===== src/rtl/gat_feat_reader_if.sv =====
// Feature-reader bus bundle: readout control, BRAM read port and output stream.
// master: the reader (drives addrb, stream, busy/done); slave: the environment.
// Ports: start/num_words/gat_ready control, feat_bram_addrb/dout, m_t* stream, busy/done status.
interface gat_feat_reader_if #(
  parameter int NEW_FEATURE_WIDTH  = 32,
  parameter int NEW_FEATURE_ADDR_W = 16
);
  logic                            start;
  logic [NEW_FEATURE_ADDR_W:0]     num_words;
  logic                            gat_ready;
  logic                            busy;
  logic                            done;
  logic [NEW_FEATURE_ADDR_W+1:0]   feat_bram_addrb;
  logic [NEW_FEATURE_WIDTH-1:0]    feat_bram_dout;
  logic [NEW_FEATURE_WIDTH-1:0]    m_tdata;
  logic                            m_tvalid;
  logic                            m_tlast;
  logic                            m_tready;

  modport master (
    input  start, num_words, gat_ready, feat_bram_dout, m_tready,
    output busy, done, feat_bram_addrb, m_tdata, m_tvalid, m_tlast
  );

  modport slave (
    output start, num_words, gat_ready, feat_bram_dout, m_tready,
    input  busy, done, feat_bram_addrb, m_tdata, m_tvalid, m_tlast
  );
endinterface


===== src/rtl/gat_feat_reader.sv =====
// Purpose: streams num_words feature words from a BRAM (addresses 0..N-1) to a valid/ready output.
// Latency: first beat BRAM_RD_LATENCY+3 cycles after start (with gat_ready high); 1 word/cycle sustained.
// Backpressure: reads are issued only while in-flight + buffered words fit the FIFO; m_tready stalls hold data.
// Ports: clk, rst (sync, active-high), bus (gat_feat_reader_if.master), optional rd_checksum.
// Optional feature: define GAT_FEAT_RD_CHECKSUM_EN to add rd_checksum (32-bit sum of output words).
module gat_feat_reader #(
  parameter int NEW_FEATURE_WIDTH  = 32,
  parameter int NEW_FEATURE_ADDR_W = 16,
  parameter int BRAM_RD_LATENCY    = 2,
  parameter int FIFO_DEPTH         = 8
) (
  input  logic                clk,
  input  logic                rst,
  gat_feat_reader_if.master   bus
`ifdef GAT_FEAT_RD_CHECKSUM_EN
  ,
  output logic [31:0]         rd_checksum
`endif
);
  localparam int W    = NEW_FEATURE_WIDTH;
  localparam int AW   = NEW_FEATURE_ADDR_W;
  localparam int NW   = AW + 1;
  localparam int LAT  = BRAM_RD_LATENCY;
  localparam int PW   = $clog2(FIFO_DEPTH);
  localparam int CNTW = $clog2(FIFO_DEPTH + 1);
  localparam int CW   = $clog2(FIFO_DEPTH + LAT + 3);

  typedef enum logic [1:0] {IDLE, WAIT_RDY, READ, DRAIN} state_t;

  state_t            state_q, state_d;
  logic [NW-1:0]     idx_q, idx_d;
  logic [NW-1:0]     num_q, num_d;
  logic [AW+1:0]     addr_q, addr_d;
  logic              busy_q, busy_d;
  logic              done_q, done_d;
  // Bit k is set during the k-th cycle after the address was presented; bit LAT marks valid dout.
  logic [LAT:0]      pipe_vld_q, pipe_vld_d;
  logic [LAT:0]      pipe_last_q, pipe_last_d;
  logic [PW-1:0]     wr_ptr_q, wr_ptr_d;
  logic [PW-1:0]     rd_ptr_q, rd_ptr_d;
  logic [CNTW-1:0]   cnt_q, cnt_d;
  logic [W-1:0]      mem_q [FIFO_DEPTH];
  logic              last_mem_q [FIFO_DEPTH];

  logic              out_vld;
  logic              push;
  logic              pop;
  logic              issue;
  logic              issue_last;
  logic              credit_ok;
  logic [CW-1:0]     inflight;

  assign out_vld = (cnt_q != '0);
  assign push    = pipe_vld_q[LAT];
  assign pop     = out_vld & bus.m_tready;

  assign bus.m_tvalid        = out_vld;
  assign bus.m_tdata         = out_vld ? mem_q[rd_ptr_q] : '0;
  assign bus.m_tlast         = out_vld & last_mem_q[rd_ptr_q];
  assign bus.feat_bram_addrb = addr_q;
  assign bus.busy            = busy_q;
  assign bus.done            = done_q;

  // Every issued read owns a FIFO slot from issue until it is popped. A word leaving the FIFO
  // this cycle frees its slot immediately, so a full pipeline keeps 1 word/cycle when drained.
  always_comb begin
    inflight = '0;
    for (int i = 0; i <= LAT; i++) begin
      inflight = inflight + CW'(pipe_vld_q[i]);
    end
    credit_ok  = (inflight + CW'(cnt_q)) < (CW'(FIFO_DEPTH) + CW'(pop));
    issue      = (state_q == READ) && bus.gat_ready && credit_ok;
    issue_last = issue && (idx_q == (num_q - NW'(1)));
  end

  always_comb begin
    state_d     = state_q;
    idx_d       = idx_q;
    num_d       = num_q;
    addr_d      = addr_q;
    busy_d      = busy_q;
    done_d      = 1'b0;
    pipe_vld_d  = {pipe_vld_q[LAT-1:0], issue};
    pipe_last_d = {pipe_last_q[LAT-1:0], issue_last};
    wr_ptr_d    = wr_ptr_q;
    rd_ptr_d    = rd_ptr_q;
    cnt_d       = cnt_q + CNTW'(push) - CNTW'(pop);

    if (push) begin
      wr_ptr_d = (wr_ptr_q == PW'(FIFO_DEPTH - 1)) ? '0 : wr_ptr_q + PW'(1);
    end
    if (pop) begin
      rd_ptr_d = (rd_ptr_q == PW'(FIFO_DEPTH - 1)) ? '0 : rd_ptr_q + PW'(1);
    end

    case (state_q)
      IDLE: begin
        if (bus.start) begin
          num_d   = bus.num_words;
          idx_d   = '0;
          busy_d  = 1'b1;
          state_d = WAIT_RDY;
        end
      end
      WAIT_RDY: begin
        if (bus.gat_ready) begin
          if (num_q == '0) begin
            busy_d  = 1'b0;
            done_d  = 1'b1;
            state_d = IDLE;
          end else begin
            state_d = READ;
          end
        end
      end
      READ: begin
        if (issue) begin
          addr_d = {idx_q[AW-1:0], 2'b00};
          idx_d  = idx_q + NW'(1);
          if (issue_last) begin
            state_d = DRAIN;
          end
        end
      end
      DRAIN: begin
        // Only beats of this readout are in the FIFO, so the tagged last beat ends it.
        if (pop && last_mem_q[rd_ptr_q]) begin
          busy_d  = 1'b0;
          done_d  = 1'b1;
          state_d = IDLE;
        end
      end
      default: state_d = IDLE;
    endcase
  end

  always_ff @(posedge clk) begin
    if (rst) begin
      state_q     <= IDLE;
      idx_q       <= '0;
      num_q       <= '0;
      addr_q      <= '0;
      busy_q      <= 1'b0;
      done_q      <= 1'b0;
      pipe_vld_q  <= '0;
      pipe_last_q <= '0;
      wr_ptr_q    <= '0;
      rd_ptr_q    <= '0;
      cnt_q       <= '0;
    end else begin
      state_q     <= state_d;
      idx_q       <= idx_d;
      num_q       <= num_d;
      addr_q      <= addr_d;
      busy_q      <= busy_d;
      done_q      <= done_d;
      pipe_vld_q  <= pipe_vld_d;
      pipe_last_q <= pipe_last_d;
      wr_ptr_q    <= wr_ptr_d;
      rd_ptr_q    <= rd_ptr_d;
      cnt_q       <= cnt_d;
    end
  end

  // Storage needs no reset: the occupancy count gates every read of it.
  always_ff @(posedge clk) begin
    if (push) begin
      mem_q[wr_ptr_q]      <= bus.feat_bram_dout;
      last_mem_q[wr_ptr_q] <= pipe_last_q[LAT];
    end
  end

`ifdef GAT_FEAT_RD_CHECKSUM_EN
  logic [31:0] csum_q, csum_d;

  always_comb begin
    csum_d = csum_q;
    if ((state_q == IDLE) && bus.start) begin
      csum_d = '0;
    end else if (pop) begin
      csum_d = csum_q + 32'(bus.m_tdata);
    end
  end

  always_ff @(posedge clk) begin
    if (rst) begin
      csum_q <= '0;
    end else begin
      csum_q <= csum_d;
    end
  end

  assign rd_checksum = csum_q;
`endif
endmodule


===== src/flat_wrapper.sv =====
// flat-port wrapper written by rule: the top's interface ports become plain ports
module gat_feat_reader_flat 
#(
  parameter int NEW_FEATURE_WIDTH  = 32,
  parameter int NEW_FEATURE_ADDR_W = 16,
  parameter int BRAM_RD_LATENCY    = 2,
  parameter int FIFO_DEPTH         = 8
)
  (clk, rst, bus_start, bus_num_words, bus_gat_ready, bus_feat_bram_dout, bus_m_tready, bus_busy, bus_done, bus_feat_bram_addrb, bus_m_tdata, bus_m_tvalid, bus_m_tlast);
  gat_feat_reader_if #(.NEW_FEATURE_WIDTH(NEW_FEATURE_WIDTH), .NEW_FEATURE_ADDR_W(NEW_FEATURE_ADDR_W)) bus_i ();
  input  logic clk;
  input  logic rst;
  input wire logic [$bits(bus_i.start)-1:0] bus_start;
  input wire logic [$bits(bus_i.num_words)-1:0] bus_num_words;
  input wire logic [$bits(bus_i.gat_ready)-1:0] bus_gat_ready;
  input wire logic [$bits(bus_i.feat_bram_dout)-1:0] bus_feat_bram_dout;
  input wire logic [$bits(bus_i.m_tready)-1:0] bus_m_tready;
  output wire logic [$bits(bus_i.busy)-1:0] bus_busy;
  output wire logic [$bits(bus_i.done)-1:0] bus_done;
  output wire logic [$bits(bus_i.feat_bram_addrb)-1:0] bus_feat_bram_addrb;
  output wire logic [$bits(bus_i.m_tdata)-1:0] bus_m_tdata;
  output wire logic [$bits(bus_i.m_tvalid)-1:0] bus_m_tvalid;
  output wire logic [$bits(bus_i.m_tlast)-1:0] bus_m_tlast;
  assign bus_i.start = bus_start;
  assign bus_i.num_words = bus_num_words;
  assign bus_i.gat_ready = bus_gat_ready;
  assign bus_i.feat_bram_dout = bus_feat_bram_dout;
  assign bus_i.m_tready = bus_m_tready;
  assign bus_busy = bus_i.busy;
  assign bus_done = bus_i.done;
  assign bus_feat_bram_addrb = bus_i.feat_bram_addrb;
  assign bus_m_tdata = bus_i.m_tdata;
  assign bus_m_tvalid = bus_i.m_tvalid;
  assign bus_m_tlast = bus_i.m_tlast;
  gat_feat_reader #(.NEW_FEATURE_WIDTH(NEW_FEATURE_WIDTH), .NEW_FEATURE_ADDR_W(NEW_FEATURE_ADDR_W), .BRAM_RD_LATENCY(BRAM_RD_LATENCY), .FIFO_DEPTH(FIFO_DEPTH)) u_core (.clk(clk), .rst(rst), .bus(bus_i));
endmodule

===== config.mk =====
export PLATFORM = sky130hd
export DESIGN_NAME = gat_feat_reader_flat
export DESIGN_NICKNAME = d
export VERILOG_FILES = /design/src/rtl/gat_feat_reader_if.sv /design/src/rtl/gat_feat_reader.sv /design/src/flat_wrapper.sv
export SDC_FILE = /design/constraint.sdc
export NUM_CORES = 1
export LEC_CHECK = 0
export ABC_AREA = 1
export CORE_MARGIN = 2
export CORE_UTILIZATION = 40
export CTS_BUF_LIST = sky130_fd_sc_hd__clkbuf_8
export DETAILED_ROUTE_END_ITERATION = 10
export SETUP_SLACK_MARGIN = 0.2
export SKIP_CTS_REPAIR_TIMING = 1
export SLEW_MARGIN = 5
export SYNTH_ARGS = -nofsm -noshare
export SYNTH_HDL_FRONTEND = slang
export SYNTH_SLANG_ARGS = --single-unit

===== constraint.sdc =====
create_clock -name clk -period 4.75 [get_ports clk]
set_input_delay 0.475 -clock clk [delete_from_list [all_inputs] [get_ports clk]]
set_output_delay 0.475 -clock clk [all_outputs]
set_load 0.05 [all_outputs]

# Word-level counts from Yosys, hierarchy flattened
# Memories as Yosys holds them, arrays and structs flattened. A register that Yosys moved wholly into a read port is not among the register bits.
# Index checks and enable logic that the tools add are counted.
[totals]
output_inout_bits = 54
mem_bits_rw = 264
ff_bits = 70
in_bits = 54
memories = 2
[classes]
n_addsub = 10
eq_ne = 12
mux = 28
n_reduce_logical = 14
order_cmp = 1
n_bitwise = 2
[mem_list]
columns = ["memory", "depth", "width", "rd", "rd_clocked_by_memory_dff", "write_ports", "line_no", "rtl"]
rows = [
  ["u_core.mem_q", 8, 32, 1, 1, 1, "gat_feat_reader.sv:42", "logic [W-1:0] mem_q [FIFO_DEPTH];"],
  ["u_core.last_mem_q", 8, 1, 1, 1, 1, "gat_feat_reader.sv:43", "logic last_mem_q [FIFO_DEPTH];"],
]
[ops]
columns = ["op", "n"]
rows = [
  ["2-to-1 mux 17 bit", 2],
  ["case mux 17 bit (2 select lines)", 1],
  ["2-to-1 mux 32 bit", 1],
  ["2-to-1 mux 3 bit", 6],
  ["adder 17 x 1 -> 17 bit, second input constant", 1],
  ["== test 17 bit", 1],
  ["logical NOT 17 bit", 1],
  ["subtractor 17 x 1 -> 17 bit, second input constant", 1],
  ["2-to-1 mux 2 bit", 6],
  ["AND reduction 5 bit", 2],
  ["2-to-1 mux 1 bit", 9],
  ["adder 4 x 1 -> 4 bit", 2],
  ["!= test 2 x 1 -> 1 bit, second input constant", 4],
  ["case mux 2 bit (4 select lines)", 1],
  ["adder 3 x 1 -> 3 bit, second input constant", 2],
  ["== test 3 bit, second input constant", 2],
  ["adder 4 x 1 -> 4 bit, first input constant", 1],
  ["adder 4 bit", 1],
  ["== test 2 bit, second input constant", 2],
  ["logical AND 1 bit", 4],
  ["less-than comparator 4 bit", 1],
  ["!= test 2 bit, second input constant", 2],
  ["AND reduction 2 bit", 2],
  ["nonzero test 4 bit", 1],
  ["10 further kinds", 11],
]

# Logic depth before layout (Yosys ltp)
[logic_depth]
ltp_word = 9
ltp_mapped = 15
mapped_depth_nobuf = 15

# Worst setup path before layout
# No wires, ideal clock.
[synth_path]
path_kind = "register -> output"
from = "register u_core.cnt_q[2]"
to = "output port bus_m_tdata[22]"
path_stages_with_launch = 9
arrival_time_ns = 2.473
slack_ns = 1.802
n_path_buf = 1
cell_sequence = "dfxtp_1 -> inv_1 -> ha_1 -> nand2_2 -> nor2_4 -> inv_1 -> clkbuf_1 -> o21ai_0 -> a31oi_1"
[synth_between]
elab_chain_cells = 2
[synth_rtl]
columns = ["item", "line_no", "rtl"]
rows = [
  ["from (decl)", "gat_feat_reader.sv:41", "logic [CNTW-1:0] cnt_q, cnt_d;"],
  ["from (signal assigned)", "gat_feat_reader.sv:161", "cnt_q <= cnt_d;"],
  ["nonzero test 4 bit", "gat_feat_reader.sv:53", "assign out_vld = (cnt_q != '0);"],
  ["net bus_m_tvalid", "flat_wrapper.sv:22", "output wire logic [$bits(bus_i.m_tvalid)-1:0] bus_m_tvalid;"],
  ["2-to-1 mux 32 bit", "gat_feat_reader.sv:58", "assign bus.m_tdata = out_vld ? mem_q[rd_ptr_q] : '0;"],
  ["to (decl)", "flat_wrapper.sv:21", "output wire logic [$bits(bus_i.m_tdata)-1:0] bus_m_tdata;"],
]
# The timed path passes the listed nets, and every way through them passes these cells.

==> metrics.csv <==
metric;value;unit
# rows;69;
Core ar.;35200;um2
I/O pin count;108;
Syn. warnings;0;
Syn Area/Cell;10.7;um2
GRT Resource Usage Total;0.182;
Worst Clk Skew;0.0401;ns
max-cap viol count;0;
status;complete, no violations;
final core utilization;0.478;
Mapped Cells;1329;
Post-Syn Area;14200;um2
share of cells above drive strength 1;0.0905;
H-tree Lvls;2;
Worst Hold Launch;u_core.pipe_last_q[1];
initial antenna violation count;2;
# nets final;1514;
total iterations of the first detailed-routing run;5;
initial drt markers;622;
RSZ-0062 raised after global routing;false;
Synth Area in Compound Gates;0.127;
worst hold path type;register to register;
minimum clock period;3.95;ns
register area share after synthesis;0.661;
CTS tree;yes;
reg-to-reg slack, setup;1.78;ns
largest net degree at the start of global routing;93;
GRT Residual Overflow;0;
Logic pwr share;0.362;
Rel. slew slack;0.344;
Clock power frac;0.267;
CP endpoint kind;primary output;
CP required;4.28;ns
count of cell types in the netlist;43;
GPL Wtd Cong;0.879;
Final Setup Violations;0;
clock sink count;337;
period utilisation layout;0.831;
DRC viols;0;
final total power;9.16;mW
internal power;5.59;mW
EDFF count, synth;264;
endpoints failing hold;0;
die height;192;um
Lkg Pwr;5.94;nW
routed via count;9978;
Total Routed Length;33.5;mm
RR Startpoint;u_core.pipe_vld_q[0];
pins over their slew limit;0;
worst path arrival time;3.47;ns
Worst setup SP type;register;
total CTS buffers;57;
Max Clock Freq;253;MHz
via/cell ratio;5.11;
NetSw;3.57;mW
largest family of logic cells by synthesized area;simple AND/OR/NAND/NOR gates;
Max FO, Critical Path;46;
die area;37000;um2
Simple-Gate Fraction of Synth Area;0.140;
IO buf count;105;
Clk pin slew, worst setup/hold paths;0.06;ns
global-route wire length before repair;52.2;mm
PwrDens;544;nW/um2
routed length per instance;17.2;um
Least-Margin Pin Slew;0.983;ns
Fillers;3263;
CTS root buffer;clkbuf_8;
Layout area overhead;18.5;%
multiplexer share of the synthesized area;0;
initial core utilization;0.403;
Primary FF master, synth;edfxtp_1;
switch share;0.390;
Peak VDD IR;431;uV
xor/xnor share of the synthesized area;0.0122;
die width;192;um
Seq pwr share;0.372;
flop and latch count out of synthesis;337;
post-synthesis adder-cell area fraction;0.0157;
post-route ant nets;0;
vias in the first global route;9552;
detailed placement HPWL;19.6;mm
kind of critical path;register to primary output;
Max clock buf depth;3;
fraction of registers with async set/reset;0;
Clock Latency Late Sink;0.62;ns
Sum Neg Setup Slack;0;ns
-- cells in the mapped netlist, types with 2 or more instances --
cell	number	area share
ha_1	13	0.011
inv_2	3	0.00079
clkinv_1	2	0.00053
clkbuf_1	42	0.011
xnor2_1	11	0.0068
nor2_8	2	0.0028
buf_2	15	0.0053
nor4_1	4	0.0018
nand4_1	12	0.0053
buf_1	3	0.00079
nand3b_1	3	0.0016
o22ai_1	32	0.014
nand2_4	3	0.0024
a21oi_1	53	0.019
a211oi_1	2	0.0011
a31oi_1	32	0.014
o211ai_1	2	0.0011
nor2_2	4	0.0018
buf_6	2	0.0016
or2_2	2	0.00088
xor2_1	7	0.0043
o21a_1	2	0.0011
edfxtp_1	264	0.56
nand2_1	111	0.029
nor2_4	2	0.0016
inv_1	73	0.019
nand3_1	24	0.0085
nand2_2	7	0.0031
dfxtp_1	73	0.10
nor2_1	283	0.075
nor3_1	6	0.0021
fa_1	3	0.0042
nand3_2	3	0.0021
o21ai_0	214	0.075
buf_4	7	0.0037
-- per-stage QoR --
stage	setup slack (ns)	area (um2)	instances	hold slack, ns
finish	0.803	16800	1953	0.411
detailed placement	1.41	15700	1846	0.404
CTS	0.759	16800	1952	0.413
floorplan	1.80	14200	1330	0.388
global placement	1.43	15700	1846	0.402
global route	0.558	16800	1952	0.432
-- cell usage in the layout (no fill, tap or decap), types with 18 or more instances in the layout --
cell type | Yosys | layout
nand2_1 | 111 | 111
a31oi_1 | 32 | 32
inv_1 | 73 | 87
buf_4 | 7 | 18
o22ai_1 | 32 | 32
o21ai_0 | 214 | 214
nor2_1 | 283 | 275
clkdlybuf4s50_1 | 0 | 105
a21oi_1 | 53 | 53
edfxtp_1 | 264 | 264
clkbuf_8 | 0 | 60
dfxtp_1 | 73 | 71
nand3_1 | 24 | 24
-- final cells by class --
| type | instances | area (um2) | area share |
|---|---|---|---|
| multi-input combinational | 846 | 4270 | 0.253 |
| timing repair buffer | 124 | 1210 | 0.0717 |
| inverter | 78 | 294 | 0.0175 |
| antenna | 1 | 2.50 | 0.000149 |
| sequential | 337 | 9390 | 0.558 |
| tap | 461 | 577 | 0.0343 |
| clock inverter | 46 | 265 | 0.0158 |
| clock buffer | 60 | 826 | 0.0491 |
-- state kept, by name (all words and copies together) (netlist names), named ones only --
signal,flops
u_core.bus.busy,1
u_core.bus.done,1
u_core.bus.feat_bram_addrb,16
u_core.cnt_q,4
u_core.idx_q,17
u_core.last_mem_q,8
u_core.mem_q,256
u_core.num_q,17
u_core.pipe_last_q,3
u_core.pipe_vld_q,3
u_core.rd_ptr_q,3
u_core.state_q,1
u_core.wr_ptr_q,3
-- routing by layer --
layer | share of wire | track usage | vias up | wire length (um)
met3 | 0.060 | 0.0413 | 57 | 2000
met4 | 0.018 | 0.0561 | 2 | 616
met1 | 0.45 | 0.240 | 4765 | 15100
met5 | 0.00033 | 0 | - | 11
met2 | 0.47 | 0.300 | 256 | 15800
li1 | - | - | 4898 | -
-- worst paths after layout --
check / cells after the start / endpoint
worst max register to register: 14 / u_core.state_q[0]
worst min-delay path: 2 / u_core.pipe_last_q[2]
worst max-delay path: 6 / bus_m_tdata[31]
worst min register to register: 2 / u_core.pipe_last_q[2]
-- power by group through the flow --
stage                     sequential (mW)  clock, mW  combinational (mW)
after global placement               3.46          0                3.31
after floorplan                      3.41          0                2.33
after global routing                 3.42       2.65                3.61
final                                3.40       2.44                3.31
after detailed placement             3.47          0                3.33
after CTS                            3.40       2.51                3.34
-- cells by family after synthesis --
logic type	after synthesis
DFF	337
adders and majority gates	16
AOI/OAI and AO/OA	340
other	1
xor gates and xnor gates	19
buffers and inverters	147
and+or+nand+nor	469
-- worst max-delay path, cell delays in order (launching register included) --
cell,delay (ns)
dfxtp_2,0.65
buf_4,0.54
o21ai_0,0.17
o22ai_1,0.19
o21ai_0,0.09
a31oi_1,0.29
clkdlybuf4s50_1,0.87
Power figures use the tool's default switching activity.
